==> src/rtl/led_panel_pkg.sv <==
// Shared types and constants for the LED panel scan scheduler.
// Holds state encoding, bus widths, pin polarities and the row-count derivation.
package led_panel_pkg;

    localparam int ROW_W   = 6;
    localparam int PLANE_W = 3;
    localparam int RMAX_W  = 3;

    localparam logic LATCH_ACTIVE = 1'b0;
    localparam logic BLANK_ON     = 1'b1;

    localparam logic [2:0] ENC_IDLE  = 3'd0;
    localparam logic [2:0] ENC_SHIFT = 3'd1;
    localparam logic [2:0] ENC_WAIT  = 3'd2;
    localparam logic [2:0] ENC_LATCH = 3'd3;
    localparam logic [2:0] ENC_SHOW  = 3'd4;
    localparam logic [2:0] ENC_NEXT  = 3'd5;

    typedef enum logic [2:0] {
        ST_IDLE  = ENC_IDLE,
        ST_SHIFT = ENC_SHIFT,
        ST_WAIT  = ENC_WAIT,
        ST_LATCH = ENC_LATCH,
        ST_SHOW  = ENC_SHOW,
        ST_NEXT  = ENC_NEXT
    } sched_state_t;

    // Row count is {rowmax,3'b111}+1, so the last row index is simply {rowmax,3'b111}.
    function automatic logic [ROW_W-1:0] last_row_of(input logic [RMAX_W-1:0] rowmax);
        return {rowmax, 3'b111};
    endfunction

endpackage

==> src/rtl/led_panel_scan_sched_if.sv <==
// Start/done handshake between the scan scheduler and the column shifter.
interface led_panel_scan_sched_if;
    import led_panel_pkg::*;

    logic               shift_start;
    logic [ROW_W-1:0]   shift_row;
    logic [PLANE_W-1:0] shift_plane;
    logic               shift_done;

    modport master (output shift_start, output shift_row, output shift_plane, input shift_done);
    modport slave  (input shift_start, input shift_row, input shift_plane, output shift_done);

endinterface

==> src/rtl/led_bcm_timer.sv <==
// Down-counting on-time timer for one bitplane; tc is high once the count reaches zero.
module led_bcm_timer #(
    parameter int ON_W = 16
) (
    input  logic            clk,
    input  logic            reset,
    input  logic            load,
    input  logic [ON_W-1:0] load_val,
    output logic            tc
);

    logic [ON_W-1:0] cnt;

    always_ff @(posedge clk) begin
        if (!reset) begin
            cnt <= '0;
        end else if (load) begin
            cnt <= load_val;
        end else if (cnt != '0) begin
            cnt <= cnt - ON_W'(1);
        end
    end

    assign tc = (cnt == '0);

endmodule

==> src/rtl/led_panel_scan_sched.sv <==
// HUB-style LED panel scan scheduler with binary-coded modulation across bitplanes.
//  state | meaning
//  IDLE  | blanked, row address held in reset, waiting for enable
//  SHIFT | one-cycle shifter start for current row/plane
//  WAIT  | shifter clocking columns out, waiting for shift_done
//  LATCH | one-cycle active latch pulse, still blanked
//  SHOW  | LEDs on for BASE_ON<<plane cycles
//  NEXT  | blanked; advance plane/row, pulse aclk or arst on row change
module led_panel_scan_sched
    import led_panel_pkg::*;
#(
    parameter int PLANES  = 4,
    parameter int BASE_ON = 16,
    parameter int ON_W    = 16
) (
    input  logic                  clk,
    input  logic                  reset,
    input  logic                  enable,
    input  logic [RMAX_W-1:0]     rowmax_in,
    led_panel_scan_sched_if.master shifter,
    output logic                  latch_out,
    output logic                  blank_out,
    output logic                  aclk_out,
    output logic                  arst_out,
    output logic                  frame_start
);

    sched_state_t     state;
    logic [ROW_W-1:0] last_row;
    logic             timer_load;
    logic [ON_W-1:0]  timer_val;
    logic             timer_tc;

    assign timer_load = (state == ST_LATCH);
    assign timer_val  = (ON_W'(BASE_ON) << shifter.shift_plane) - ON_W'(1);

    led_bcm_timer #(.ON_W(ON_W)) u_timer (
        .clk      (clk),
        .reset    (reset),
        .load     (timer_load),
        .load_val (timer_val),
        .tc       (timer_tc)
    );

    always_ff @(posedge clk) begin
        if (!reset) begin
            state               <= ST_IDLE;
            shifter.shift_start <= 1'b0;
            shifter.shift_row   <= '0;
            shifter.shift_plane <= '0;
            latch_out           <= ~LATCH_ACTIVE;
            blank_out           <= BLANK_ON;
            aclk_out            <= 1'b0;
            arst_out            <= 1'b1;
            frame_start         <= 1'b0;
            last_row            <= '0;
        end else begin
            shifter.shift_start <= 1'b0;
            frame_start         <= 1'b0;
            aclk_out            <= 1'b0;
            case (state)
                ST_IDLE: begin
                    blank_out <= BLANK_ON;
                    latch_out <= ~LATCH_ACTIVE;
                    arst_out  <= 1'b1;
                    if (enable) begin
                        shifter.shift_row   <= '0;
                        shifter.shift_plane <= '0;
                        last_row            <= last_row_of(rowmax_in);
                        shifter.shift_start <= 1'b1;
                        frame_start         <= 1'b1;
                        arst_out            <= 1'b0;
                        state               <= ST_SHIFT;
                    end
                end
                ST_SHIFT: begin
                    state <= ST_WAIT;
                end
                ST_WAIT: begin
                    if (shifter.shift_done) begin
                        latch_out <= LATCH_ACTIVE;
                        state     <= ST_LATCH;
                    end
                end
                ST_LATCH: begin
                    latch_out <= ~LATCH_ACTIVE;
                    blank_out <= ~BLANK_ON;
                    state     <= ST_SHOW;
                end
                ST_SHOW: begin
                    // Row/plane advance here so the new address is already valid during NEXT.
                    if (timer_tc) begin
                        blank_out <= BLANK_ON;
                        state     <= ST_NEXT;
                        if (shifter.shift_plane != PLANE_W'(PLANES - 1)) begin
                            shifter.shift_plane <= shifter.shift_plane + PLANE_W'(1);
                        end else begin
                            shifter.shift_plane <= '0;
                            if (shifter.shift_row == last_row) begin
                                shifter.shift_row <= '0;
                                arst_out          <= 1'b1;
                                last_row          <= last_row_of(rowmax_in);
                            end else begin
                                shifter.shift_row <= shifter.shift_row + ROW_W'(1);
                                aclk_out          <= 1'b1;
                            end
                        end
                    end
                end
                ST_NEXT: begin
                    if (enable) begin
                        shifter.shift_start <= 1'b1;
                        frame_start         <= (shifter.shift_row == '0) && (shifter.shift_plane == '0);
                        arst_out            <= 1'b0;
                        state               <= ST_SHIFT;
                    end else begin
                        arst_out <= 1'b1;
                        state    <= ST_IDLE;
                    end
                end
                default: begin
                    state <= ST_IDLE;
                end
            endcase
        end
    end

endmodule

==> src/flat_wrapper.sv <==
// flat-port wrapper written by rule: the top's interface ports become plain ports
module led_panel_scan_sched_flat import led_panel_pkg::*;
#(
    parameter int PLANES  = 4,
    parameter int BASE_ON = 16,
    parameter int ON_W    = 16
)
  (clk, reset, enable, rowmax_in, latch_out, blank_out, aclk_out, arst_out, frame_start, shifter_shift_start, shifter_shift_row, shifter_shift_plane, shifter_shift_done);
  led_panel_scan_sched_if shifter_i ();
  input  logic clk;
  input  logic reset;
  input  logic enable;
  input  logic [RMAX_W-1:0] rowmax_in;
  output logic latch_out;
  output logic blank_out;
  output logic aclk_out;
  output logic arst_out;
  output logic frame_start;
  output wire logic [$bits(shifter_i.shift_start)-1:0] shifter_shift_start;
  output wire logic [$bits(shifter_i.shift_row)-1:0] shifter_shift_row;
  output wire logic [$bits(shifter_i.shift_plane)-1:0] shifter_shift_plane;
  input wire logic [$bits(shifter_i.shift_done)-1:0] shifter_shift_done;
  assign shifter_shift_start = shifter_i.shift_start;
  assign shifter_shift_row = shifter_i.shift_row;
  assign shifter_shift_plane = shifter_i.shift_plane;
  assign shifter_i.shift_done = shifter_shift_done;
  led_panel_scan_sched #(.PLANES(PLANES), .BASE_ON(BASE_ON), .ON_W(ON_W)) u_core (.clk(clk), .reset(reset), .enable(enable), .rowmax_in(rowmax_in), .shifter(shifter_i), .latch_out(latch_out), .blank_out(blank_out), .aclk_out(aclk_out), .arst_out(arst_out), .frame_start(frame_start));
endmodule
==> config.mk <==
export PLATFORM = sky130hd
export DESIGN_NAME = led_panel_scan_sched_flat
export DESIGN_NICKNAME = d
export VERILOG_FILES = /design/src/rtl/led_panel_pkg.sv /design/src/rtl/led_panel_scan_sched_if.sv /design/src/rtl/led_bcm_timer.sv /design/src/rtl/led_panel_scan_sched.sv /design/src/flat_wrapper.sv
export SDC_FILE = /design/constraint.sdc
export NUM_CORES = 1
export LEC_CHECK = 0
export BUFFER_PORTS_ARGS = -buffer_cell sky130_fd_sc_hd__clkbuf_2
export CAP_MARGIN = 30
export CORE_ASPECT_RATIO = 0.5
export CORE_MARGIN = 3
export CORE_UTILIZATION = 37
export CTS_CLUSTER_SIZE = 12
export DETAILED_ROUTE_END_ITERATION = 8
export SYNTH_ARGS = -nofsm -noshare
export SYNTH_HDL_FRONTEND = slang
export SYNTH_SLANG_ARGS = --single-unit
==> constraint.sdc <==
create_clock -name clk -period 4.2 [get_ports clk]
set_input_delay 0 -clock clk [delete_from_list [all_inputs] [get_ports clk]]
set_output_delay 0 -clock clk [all_outputs]
set_load 0.005 [all_outputs]
==> out/results.txt <==
Worst EP arrival: 2570 ps
F_max: 0.414 GHz
Post-synth EDFFs: 0
Vias in the first global route: 1737
Overall via count from detail_route: 2043
Initial Util: 39.8%
Antenna cells: 0
Slew HR: 48.0%
Drt total wl: 5500 um
Post-DRT Antenna Nets: 0
Max-slew violations: 0
Via density: 5.60
Hpwl dp: 3880 um
Synth top area share: 33.6%
Sequential area share after synthesis: 33.6%
CTS tree: done
Register bit total from synthesis: 38
Netlist cell types: 54
Slowest stage delay, CP: 480 ps
CP Cell Sequence: inv_1 > ha_1 > nor3b_1 > nand2_1 > or2_0 > o21ai_2 > o21ai_1
Clk slew on worst S/H paths: 60 ps
Initial antenna violation count: 0
Synth top area cells: dfxtp_1, nand2_1, ha_1, xnor2_1, a21oi_1
Total die area: 7150 um2
Crit-path slowest cell: or2_0
Max-capacitance violation count: 0
H-tree depth: 2
Syn-to-layout area delta: 14.3%
Cells after Synth: 277
WL met2: 2410 um
I/O pins: 22
Pre-antenna DRT Iters: 4
Slew @ Worst Pin: 778 ps
Largest net degree at the start of global routing: 28
Data required, critical path: 4350 ps
Clock Path Buffers: 2
Initial drt markers: 165
Mapped Area: 2260 um2
Cell Pwr Density: 633 nW/um2
CP Launch Type: register
Final cycle utilization of the critical path: 57.5%
Met3 routed WL: 311 um
Cell Rows: 19
Static Leak: 0.000988 uW
Avg Cell Area, Syn: 8.17 um2
Worst Setup Path Type: reg2reg
RSZ-0062 raised after global routing: false
IO Port Bufs: 21
DRC: 0
Skew-Pair Late Insertion Delay: 280 ps
Ys async rst share: 0%
Critical path peak fanout: 8
Die X: 117 um
Endpoints failing setup: 0
Total Negative Setup Slacks: 0 ps
Clock Sink Count: 38
Resize count post-CTS: 0
GPL Wtd Cong: 0.821
Syn Nets: 292
CP Capture Type: register
First-pass GRT wire length: 8470 um
Synth Warn #: 0
Height of the die: 61.3 um
Fin nets: 306
Wl on met1: 2710 um
Top Layer Used: met4
Core Area: 5680 um2
GRT Total Usage: 15.2%
Clock Skews: 7.58 ps
Grt ovf: 0
Layout cells sized above 1: 14.4%
Outcome: finished, final reports clean
Peak VDD IR: 0.232 mV
CTS buffer count: 5
Clk root buf: clkbuf_16
Main synth FF type: dfxtp_1
Hold_ws: 87.4 ps
Synth cell count leaders: dfxtp_1, nand2_1, nor2_1
Drt wl/cell: 15.1 um
Cell with the most instances after synthesis: dfxtp_1
Post-synth top area cell: dfxtp_1
Final Hold Vio Count: 0
Tmin final: 2410 ps
Worst Hold Class: in2reg
## area by class of cell
class | instances | area (um2)
repair buffers | 24 | 135
well taps | 73 | 91.3
inverters | 11 | 41.3
clock inverters | 1 | 30.0
flip-flops and latches | 38 | 761
fillers | 538 | 3100
multi-input cells | 211 | 1390
clock buffers | 7 | 133
## cell usage in the layout, fill, tap and decap left out, types with 2 or more instances in the layout
cell           Yosys  layout
or4_1              2       2
xor2_1             7       7
nor2_2             2       2
a311oi_1           2       2
or3_2              2       2
clkbuf_1          15       2
o21a_1             2       2
dlygate4sd3_1      0       3
o31ai_1            2       2
nor2b_1            3       3
o2111ai_1          2       2
a21oi_1           15      15
nand4b_1           3       3
xnor2_1           10      10
or3_1              3       3
nand3b_1           2       2
and3_1             2       2
a31oi_1            6       6
nor4b_1            2       2
nand3_1            8       8
nand2b_1           9       9
mux2i_1            5       5
o22ai_1            4       4
nand2_1           27      27
and2_1             2       2
clkbuf_16          0       5
nand4_1            4       4
nor2_1            20      20
nor4_1             7       7
inv_1             11      11
o21ai_2            3       3
nor3b_1            4       4
a211oi_1           7       7
dfxtp_1           38      38
clkbuf_2           0      21
nor3_1             8       8
ha_1               8       8
o21ai_0           10      10
## state kept, by name, summed over array words and instances (netlist names)
name and cells:
u_core.aclk_out 1, u_core.shifter.shift_start 1, u_core.frame_start 1, u_core.arst_out 1, u_core.blank_out 1, u_core.latch_out 1, u_core.state 3, u_core.u_timer.cnt 16
u_core.shifter.shift_row 6, u_core.last_row 4, u_core.shifter.shift_plane 3
## stage by stage
step                      utilization [%]  total power [uW]  cell area, um2  setup WS [ps]  instances
final                                45.5              1640            2580           1790        365
after global routing                 45.5              1730            2580           1590        365
after CTS                            45.5              1630            2580           1830        365
after detailed placement             42.1              1200            2390           1850        354
after global placement               42.1              1190            2390           1980        354
after floorplan                         -              1060            2260           2200        277
## worst paths after layout
| path | from | end | slack, ps | depth (start not counted) |
|---|---|---|---|---|
| max reg2reg | u_core.u_timer.cnt[0]$_SDFFE_PN0P_ | u_core.u_timer.cnt[12]$_SDFFE_PN0P_ | 1790 | 7 |
| max | u_core.u_timer.cnt[0]$_SDFFE_PN0P_ | u_core.u_timer.cnt[12]$_SDFFE_PN0P_ | 1790 | 7 |
| min reg2reg | u_core.last_row[5]$_SDFFE_PN0P_ | u_core.last_row[5]$_SDFFE_PN0P_ | 480 | 2 |
| min | enable | u_core.frame_start$_SDFF_PN0_ | 90 | 3 |
## per-layer routing
layer  global-route usage, %  vias to the layer above
li1                        -                     1027
met1                    21.7                      948
met2                    23.4                       61
met3                    3.04                        7
met4                    4.25                        0
met5                       0                        -
## critical path, delay by kind of cell (launching register included)
family | cells | cell delay (ps)
AO/OA/AOI/OAI | 2 | 500
adder cells (fa/ha/maj) | 1 | 210
buffers and inverters | 1 | 100
flip-flops | 1 | 300
AND/OR/NAND/NOR | 3 | 1180
## power by group
group | internal [uW] | switching [uW]
registers | 445 | 82.8
clock network | 281 | 145
logic | 277 | 406
## timing repair
action                                 CTS  global route
hold buffers                             3             0
setup buffers                            0             0
endpoints found under the hold margin    3             0
setup endpoints to repair                0             0
## logic make-up (layout without fill, tap and decap cells)
group / count (synthesis) / count (layout) / share of synthesized area, %
simple gates: 118 / 118 / 29.0
compound gates: 63 / 63 / 19.4
flops: 38 / 38 / 33.6
buf+inv: 28 / 43 / 4.76
xor+xnor: 17 / 17 / 6.58
fa+ha+maj: 8 / 8 / 4.42
mux: 5 / 5 / 2.21
Power figures use the tool's default switching activity.
